===== src/rtl/wb_stage_pipe.sv =====
// Purpose: MEM/WB pipeline register; aligns and extends load data, selects write-back source, counts retires.
// Latency: 1 cycle from sampled inputs to every output; all outputs come straight from flops.
// Backpressure: stall holds all state (load_err clears); flush or missing valid_in inserts a bubble.
module wb_stage_pipe #(
    parameter int XLEN    = 32,
    parameter int RADDR_W = 5,
    parameter int CNT_W   = 64
) (
    input  logic               clk,
    input  logic               rst_n,
    input  logic               valid_in,
    input  logic               stall,
    input  logic               flush,
    input  logic [1:0]         wb_sel,
    input  logic [2:0]         funct3,
    input  logic [1:0]         addr_lsb,
    input  logic [XLEN-1:0]    dmem_rdata,
    input  logic [XLEN-1:0]    alu_out,
    input  logic [XLEN-1:0]    pc_plus4,
    input  logic [XLEN-1:0]    csr_rdata,
    input  logic [RADDR_W-1:0] rd_addr,
    input  logic               reg_wr_en,
    output logic [XLEN-1:0]    wb_data,
    output logic [RADDR_W-1:0] wb_rd,
    output logic               wb_we,
    output logic               wb_valid,
    output logic               load_err,
    output logic [CNT_W-1:0]   instret
);

    localparam logic [1:0] SEL_LOAD = 2'b00;
    localparam logic [1:0] SEL_ALU  = 2'b01;
    localparam logic [1:0] SEL_PC4  = 2'b10;

    localparam logic [2:0] F3_LB  = 3'b000;
    localparam logic [2:0] F3_LH  = 3'b001;
    localparam logic [2:0] F3_LW  = 3'b010;
    localparam logic [2:0] F3_LBU = 3'b100;
    localparam logic [2:0] F3_LHU = 3'b101;

    logic [7:0]         byte_lane;
    logic [15:0]        half_lane;
    logic [31:0]        word_lane;
    logic [XLEN-1:0]    load_val;
    logic               load_bad;
    logic [XLEN-1:0]    sel_val;

    logic [XLEN-1:0]    wb_data_q,  wb_data_d;
    logic [RADDR_W-1:0] wb_rd_q,    wb_rd_d;
    logic               wb_we_q,    wb_we_d;
    logic               wb_valid_q, wb_valid_d;
    logic               load_err_q, load_err_d;
    logic [CNT_W-1:0]   instret_q,  instret_d;

    // Extract the addressed byte/half from the low word and extend to XLEN.
    always_comb begin
        word_lane = dmem_rdata[31:0];
        case (addr_lsb)
            2'd0:    byte_lane = word_lane[7:0];
            2'd1:    byte_lane = word_lane[15:8];
            2'd2:    byte_lane = word_lane[23:16];
            default: byte_lane = word_lane[31:24];
        endcase
        half_lane = addr_lsb[1] ? word_lane[31:16] : word_lane[15:0];
        case (funct3)
            F3_LB:   load_val = XLEN'($signed(byte_lane));
            F3_LH:   load_val = XLEN'($signed(half_lane));
            F3_LBU:  load_val = XLEN'(byte_lane);
            F3_LHU:  load_val = XLEN'(half_lane);
            default: load_val = XLEN'($signed(word_lane));
        endcase
    end

    // Flag misaligned halves/words and reserved load encodings, only when load data is selected.
    always_comb begin
        load_bad = 1'b0;
        if (wb_sel == SEL_LOAD) begin
            case (funct3)
                F3_LH, F3_LHU: load_bad = addr_lsb[0];
                F3_LW:         load_bad = (addr_lsb != 2'b00);
                F3_LB, F3_LBU: load_bad = 1'b0;
                default:       load_bad = 1'b1;
            endcase
        end
    end

    // Four-way write-back source mux.
    always_comb begin
        case (wb_sel)
            SEL_LOAD: sel_val = load_val;
            SEL_ALU:  sel_val = alu_out;
            SEL_PC4:  sel_val = pc_plus4;
            default:  sel_val = csr_rdata;
        endcase
    end

    // Next-state: flush beats stall; an idle, unstalled cycle is a bubble; load_err never lingers.
    always_comb begin
        wb_data_d  = wb_data_q;
        wb_rd_d    = wb_rd_q;
        wb_we_d    = wb_we_q;
        wb_valid_d = wb_valid_q;
        load_err_d = 1'b0;
        instret_d  = instret_q;
        if (flush || (!stall && !valid_in)) begin
            wb_we_d    = 1'b0;
            wb_valid_d = 1'b0;
        end else if (!stall) begin
            wb_data_d  = sel_val;
            wb_rd_d    = rd_addr;
            wb_valid_d = 1'b1;
            wb_we_d    = reg_wr_en && (rd_addr != '0) && !load_bad;
            load_err_d = load_bad;
            if (!load_bad) begin
                instret_d = instret_q + CNT_W'(1);
            end
        end
    end

    // MEM/WB register with asynchronous clear.
    always_ff @(posedge clk or negedge rst_n) begin
        if (!rst_n) begin
            wb_data_q  <= '0;
            wb_rd_q    <= '0;
            wb_we_q    <= 1'b0;
            wb_valid_q <= 1'b0;
            load_err_q <= 1'b0;
            instret_q  <= '0;
        end else begin
            wb_data_q  <= wb_data_d;
            wb_rd_q    <= wb_rd_d;
            wb_we_q    <= wb_we_d;
            wb_valid_q <= wb_valid_d;
            load_err_q <= load_err_d;
            instret_q  <= instret_d;
        end
    end

    assign wb_data  = wb_data_q;
    assign wb_rd    = wb_rd_q;
    assign wb_we    = wb_we_q;
    assign wb_valid = wb_valid_q;
    assign load_err = load_err_q;
    assign instret  = instret_q;

endmodule


===== config.mk =====
export PLATFORM = sky130hd
export DESIGN_NAME = wb_stage_pipe
export DESIGN_NICKNAME = d
export VERILOG_FILES = /design/src/rtl/wb_stage_pipe.sv
export SDC_FILE = /design/constraint.sdc
export NUM_CORES = 1
export LEC_CHECK = 0
export ABC_CLOCK_PERIOD_IN_PS = 2500
export BUFFER_PORTS_ARGS = -buffer_cell sky130_fd_sc_hd__buf_4
export CAP_MARGIN = 0
export CORE_MARGIN = 3
export CORE_UTILIZATION = 25
export DETAILED_ROUTE_END_ITERATION = 16
export GPL_TIMING_DRIVEN = 0
export PLACE_DENSITY = 0.46
export SLEW_MARGIN = 20
export SYNTH_ARGS = -nofsm -noshare
export SYNTH_HDL_FRONTEND = slang
export SYNTH_SLANG_ARGS = --single-unit

===== constraint.sdc =====
create_clock -name clk -period 2.5 [get_ports clk]
set_input_delay 0.25 -clock clk [delete_from_list [all_inputs] [get_ports clk]]
set_output_delay 0.25 -clock clk [all_outputs]
set_load 0.01 [all_outputs]

==> metrics.yaml, run 1 <==
synthesis:
  yosys_register_bits: 104
  post_synth_xor_area_fraction: 0.0940
  yosys_warnings: 0
  synth_area_in_simple_gates: 0.232
  synth_cells: 617
  average_cell_area_after_synthesis_um2: 9.51
  combinational_family_with_the_most_area_after_synthesis: "simple AND/OR/NAND/NOR gates"
  syn_nets: 764
  yosys.area_share.adder: 0.00213
  ys_dominant_reg_cell: "dfrtp_1"
  synth_compound_gate_area_share: 0.139
  ys_async_sr_fraction: 1.00
  netlist_area_um2: 5870
  ys_top_cells_by_area: "dfrtp_1, xor2_1, nand2_1, mux2_2, nand3_1"
  synth_edf_count: 0
  yosysSeqAreaShare: 0.443
  yosys-top-cells-count: "dfrtp_1, nand2_1, nor2_1"
  synth_largest_area_cell: "dfrtp_1"
  synth_cell_types: 49
  muxShareOfSynthArea: 0.0614
  netlist.area_leader.share: 0.443
  yosys.cell_count.top_type: "dfrtp_1"
timing:
  final_min_period_over_clock_period: 0.885
  timing_hold_violations_final: 0
  achievable-frequency_ghz: 0.452
  post-route-min-period_ns: 2.21
  slew_viol_final: 0
  setup_viol: 0
  timing.final.ws_setup_ns: 0.287
  tightest_slew_ns: 0.959
  clock-skew-final_ns: 0.0103
  setup-tns-final_ns: 0
  max-slew-margin-rel: 0.357
  grt_setup_unrepaired: "false"
clock_network:
  cts_tree: "yes"
  clkLatencyLatePin_ns: 0.36
  clock_path_buffers: 2
  cts.reportedPaths.clkPinSlew_ns: 0.08
  cts_max_level: 3
  cts.root.buffer_cell: "clkbuf_16"
  number_of_setup_buffers_added_after_cts: 0
  cts_repair_resize_count: 0
  clock-sinks: 104
  numCtsBuffers: 9
grt:
  grt_start_max_net_pins: 65
  grtUsageMet3: 0.0549
  grt_pass1_wl_mm: 35.3
  groute.layer.met1.usage: 0.211
  track_usage: 0.178
  grt_pass1_vias: 6050
  met2_usage: 0.299
  grt-ovfl-total: 0
  grt_most_used_layer: "met2"
  number_of_antenna_violations_at_the_first_check_in_global_routing: 0
route:
  detail_route.wirelength_mm: 22.9
  drt_pass1_iterations: 4
  detailedRoute.firstIterationViolations: 288
  via_per_inst: 4.80
  drc: 0
  detailroute.via_count: 5743
  wl_per_cell_um: 19.2
  drt.antenna.violating_nets: 0
floorplanning:
  dieArea_um2: 25400
  fp.coreArea_um2: 22800
  dieWidth_um: 159
  placementRows: 55
  die_h_um: 159
  initial_utilization: 0.257
  io_pins: 250
placement:
  gp_congestion: 0.841
  io_buffers: 248
  dp_hpwl_mm: 18.1
  placement.setup.worst_slack_ns: 0.0622
final_layout:
  design.final.nets: 1025
  final.fill_count: 2427
  final_antenna_diode_count: 0
  syn_to_final_growth_pct: 43.9
  final_layout_size_suffix_gt1_frac: 0.349
worst_setup_path:
  critPathCapture: "instret[53]$_DFFE_PN0P_"
  reg2reg_from: "instret[13]$_DFFE_PN0P_"
  reg2reg_setup_slack_ns: 0.29
  crit_path_max_fanout: 7
  crit_path_start_kind: "flip-flop"
  crit_path_end_kind: "flip-flop"
  worst-r2r-cell-count: 6
  arrival_ns: 2.46
  cp-startpoint: "instret[13]$_DFFE_PN0P_"
  worstPathRequired_ns: 2.74
  timing.setup.critical_path_class: "reg2reg"
  timing.rr.end: "instret[53]$_DFFE_PN0P_"
min_path:
  min_path_type: "in2reg"
  hold_critical_path_depth: 2
run_status:
  status: "completed"
power:
  power.ir.vdd_worst_mv: 0.273
  power_density_nw_per_um2: 520
  cellLeakagePower_nw: 3.96
job:
  count_of_maximum_capacitance_violations: 0
cell families after synthesis:
| kind of cell | Yosys count |
|---|---|
| muxes | 32 |
| DFF | 104 |
| adders and majority gates | 1 |
| AOI/OAI and AO/OA | 118 |
| buffers and inverters | 40 |
| xor gates and xnor gates | 63 |
| and+or+nand+nor | 259 |
metrics by stage:
step	area, um^2	util	cells	hold WS [ns]	power (mW)
floorplan	5870	-	617	-0.0456	2.37
global placement	8120	0.356	1178	0.440	3.02
detailed placement	8150	0.357	1179	0.206	3.02
CTS	8440	0.370	1196	0.0491	4.46
global route	8440	0.370	1196	0.0698	4.61
finish	8440	0.370	1196	0.0663	4.39
critical path: stages, from the launching register on:
cell and delay, ns:
dfrtp_1 0.52, nand4_4 0.23, nor4_2 0.49, and4b_1 0.27, clkbuf_1 0.29, nand4_1 0.16, xnor2_1 0.15
where the power goes:
| group | internal, mW | switching, mW | total [mW] | leakage [nW] |
|---|---|---|---|---|
| combinational | 0.519 | 0.484 | 1.00 | 2.48 |
| sequential | 1.84 | 0.137 | 1.97 | 1.34 |
| clock | 0.691 | 0.720 | 1.41 | 0.138 |
| total | 3.05 | 1.34 | 4.39 | 3.96 |
layout make-up:
type                            count  area, um^2  area share
Buffer                             29         121      0.0144
Clock buffer                        9         225      0.0267
Clock inverter                      7        55.1     0.00652
Inverter                           11        41.3     0.00489
Multi-Input combinational cell    473        3100       0.368
Sequential cell                   104        2600       0.308
Tap cell                          313         392      0.0464
Timing Repair Buffer              250        1900       0.225
layout by cell type, fill, tap and decap left out, types with 3 or more instances in the layout:
master / n
nand4_4: 3
buf_4: 247
or4_1: 3
o22a_1: 5
nand2_1: 79
o21ai_0: 43
nand4_1: 14
inv_1: 11
a211oi_1: 3
nor2_1: 53
o221ai_1: 7
dfrtp_1: 104
a221oi_1: 8
a221o_1: 19
xnor2_1: 24
o22ai_1: 5
nor3_1: 19
xor2_1: 39
o211ai_1: 8
clkbuf_16: 9
nor4_4: 3
clkbuf_1: 23
a21oi_1: 14
nor4_1: 8
mux2i_1: 9
nor3_2: 3
and3_1: 9
nor4_2: 3
mux2_2: 22
nand3_1: 45
buf_2: 4
state kept, by name (all words and copies together), names as in the netlist:
name / flops
wb_data: 32
load_err: 1
wb_rd: 5
instret: 64
wb_valid: 1
wb_we: 1
what timing repair did:
item                       CTS  global route
hold endpoints to repair    40             0
hold buffers                 1             0
setup endpoints to repair    0             0
routing by layer:
metal,vias up,routed length (um)
met5,-,0
met2,228,11000
met1,2695,9340
met3,36,1860
li1,2784,-
met4,0,744
worst min path at each step:
stage / startpoint / endpoint
finish: flush / wb_valid$_DFFE_PN0P_
global route: flush / wb_valid$_DFFE_PN0P_
CTS: flush / wb_valid$_DFFE_PN0P_
detailed placement: rst_n / instret[16]$_DFFE_PN0P_
global placement: flush / wb_valid$_DFFE_PN0P_
floorplan: rst_n / instret[0]$_DFFE_PN0P_
Power figures use the tool's default switching activity.
==> inputs of run 2 (changes only) <==
--- a/config.mk
+++ b/config.mk
@@ -5,14 +5,14 @@
 export SDC_FILE = /design/constraint.sdc
 export NUM_CORES = 1
 export LEC_CHECK = 0
-export ABC_CLOCK_PERIOD_IN_PS = 2500
+export ABC_CLOCK_PERIOD_IN_PS = 2800
 export BUFFER_PORTS_ARGS = -buffer_cell sky130_fd_sc_hd__buf_4
 export CAP_MARGIN = 0
 export CORE_MARGIN = 3
-export CORE_UTILIZATION = 25
+export CORE_UTILIZATION = 52
 export DETAILED_ROUTE_END_ITERATION = 16
 export GPL_TIMING_DRIVEN = 0
-export PLACE_DENSITY = 0.46
+export PLACE_DENSITY = 0.85
 export SLEW_MARGIN = 20
 export SYNTH_ARGS = -nofsm -noshare
 export SYNTH_HDL_FRONTEND = slang
==> constraint.sdc (replaced) <==
create_clock -name clk -period 2.8 [get_ports clk]
set_input_delay 0.28 -clock clk [delete_from_list [all_inputs] [get_ports clk]]
set_output_delay 0.28 -clock clk [all_outputs]
set_load 0.01 [all_outputs]
==> run 2 against run 1 <==
Effect of this change: non-clock buffer count shrank 2; count of clock-buffer cells in the layout up 2; flip-flop and latch count did not move; die area down 50%; design area fell by 2.4%; critical path depth did not move; register-to-register slack gained 0.27 ns; clock power barely moved; clock skew down 0.0055 ns; sequential power shrank 10%; maximum frequency decreased by 1.5%; via count up 6.1%.
==> metrics.yaml, run 2 (synthesized netlist as in run 1, its figures left out) <==
worst_setup_path:
  worstPathCellList: "nand4_1 -> nor4_2 -> and4b_1 -> clkbuf_1 -> nand4_1 -> xnor2_1"
  critPathMostFrequentCell: "nand4_1"
  crit_path_end_kind: "flip-flop"
  cp_num_buf_inv: 1
  worstPathRequired_ns: 3.02
  timing.setup.critical_path_class: "reg2reg"
  max_stage_delay_ns: 0.48
  crit_path_max_fanout: 7
  arrival_ns: 2.47
  crit_path_start_kind: "flip-flop"
  gate_family_responsible_for_the_most_delay_along_the_worst_path: "simple AND/OR/NAND/NOR gates"
  crit_path_top_delay_cell: "nor4_2"
power:
  cellLeakagePower_nw: 3.97
  power.switching_fraction: 0.274
  comb_power_share: 0.218
  p_int_mw: 2.93
  power.clock.fraction: 0.343
  p_sw_mw: 1.11
  seqPwrFrac: 0.439
  power.ir.vdd_worst_mv: 0.322
  power_density_nw_per_um2: 490
grt:
  grt_start_max_net_pins: 105
  grt_pass1_wl_mm: 31.6
  track_usage: 0.316
  grt_pass1_vias: 5961
  grt-ovfl-total: 0
  number_of_antenna_violations_at_the_first_check_in_global_routing: 0
clock_network:
  cts_repair_resize_count: 0
  cts.root.buffer_cell: "clkbuf_16"
  number_of_setup_buffers_added_after_cts: 0
  hold_buffers: 0
  cts_tree: "yes"
  cts.reportedPaths.clkPinSlew_ns: 0.07
  cts_max_level: 3
  clock_path_buffers: 2
  numCtsBuffers: 9
  clock-sinks: 104
  clkLatencyLatePin_ns: 0.34
final_layout:
  final_antenna_diode_count: 0
  design.final.nets: 1023
  layout.cells.non_filler: 1021
  layout_common_cells: "buf_4, dfrtp_1, nand2_1, nor2_1, nand3_1"
  mostFrequentLayoutCell: "buf_4"
  syn_to_final_growth_pct: 40.4
  final_layout_size_suffix_gt1_frac: 0.348
  largest_register_ff_count: 64
route:
  detail_route.wirelength_mm: 20.4
  wl_per_cell_um: 20.0
  drt.antenna.violating_nets: 0
  detailedRoute.firstIterationViolations: 551
  drt_pass1_iterations: 5
  via_per_inst: 5.97
  detailroute.via_count: 6092
  drc: 0
floorplanning:
  initial_utilization: 0.537
  dieWidth_um: 112
  dieArea_um2: 12600
  die_h_um: 112
  placementRows: 38
  io_pins: 250
  fp.coreArea_um2: 10900
placement:
  dp.cells: 1005
  dp_hpwl_mm: 16.0
  io_buffers: 248
  gp_congestion: 0.955
timing:
  tightest_slew_ns: 0.931
  final_min_period_over_clock_period: 0.802
  clock-skew-final_ns: 0.00480
  max-slew-margin-rel: 0.380
  slew_viol_final: 0
  setup-tns-final_ns: 0
  grt_setup_unrepaired: "false"
  timing_hold_violations_final: 0
  setup_viol: 0
  achievable-frequency_ghz: 0.445
  post-route-min-period_ns: 2.25
job:
  count_of_maximum_capacitance_violations: 0
run_status:
  status: "completed"
min_path:
  min_path_type: "in2async"
run 2: path summary, 6_finish.rpt:
kind / startpoint / slack, ns / endpoint / cells after the start
worst max-delay path: instret[20]$_DFFE_PN0P_ / 0.55 / instret[37]$_DFFE_PN0P_ / 6
worst min-delay path: rst_n / 0.06 / instret[22]$_DFFE_PN0P_ / 1
worst max register to register: instret[20]$_DFFE_PN0P_ / 0.55 / instret[37]$_DFFE_PN0P_ / 6
worst min register to register: instret[63]$_DFFE_PN0P_ / 0.47 / instret[63]$_DFFE_PN0P_ / 1
max in group asynchronous: rst_n / 2.13 / wb_data[26]$_DFFE_PN0P_ / 1
min in group clk: flush / 0.11 / wb_valid$_DFFE_PN0P_ / 2
run 2: power by group through the flow:
stage	Combinational, mW	Clock, mW	Sequential (mW)
after CTS	0.885	1.40	1.77
after detailed placement	0.885	0	1.79
final	0.881	1.39	1.77
after global routing	0.945	1.45	1.79
after global placement	0.862	0	1.79
after floorplan	0.290	0	1.83
run 2: layer usage:
metal  GRT usage  share of wire  wire [um]
met5           0              0          0
met2       0.549           0.51      10500
met4       0.116          0.031        640
met3      0.0668          0.085       1740
met1       0.387           0.37       7540
run 2: layout make-up:
| class | count | area (um^2) |
|---|---|---|
| plain buffers | 29 | 121 |
| multi-input cells | 473 | 3100 |
| clock inverters | 5 | 78.8 |
| inverters | 11 | 41.3 |
| repair buffers | 248 | 1870 |
| well taps | 140 | 175 |
| flip-flops and latches | 104 | 2600 |
| clock buffers | 11 | 253 |
| fillers | 805 | 2690 |
run 2: through the flow:
step	worst slack, ns	cell area [um^2]	util	hold WS (ns)	total power [mW]
after floorplan	0.903	5870	-	-0.0156	2.12
after global placement	0.600	7910	0.723	0.459	2.65
after detailed placement	0.526	7910	0.723	0.464	2.68
after CTS	0.555	8240	0.754	0.0994	4.05
after global routing	0.360	8240	0.754	0.123	4.18
final	0.554	8240	0.754	0.0607	4.04
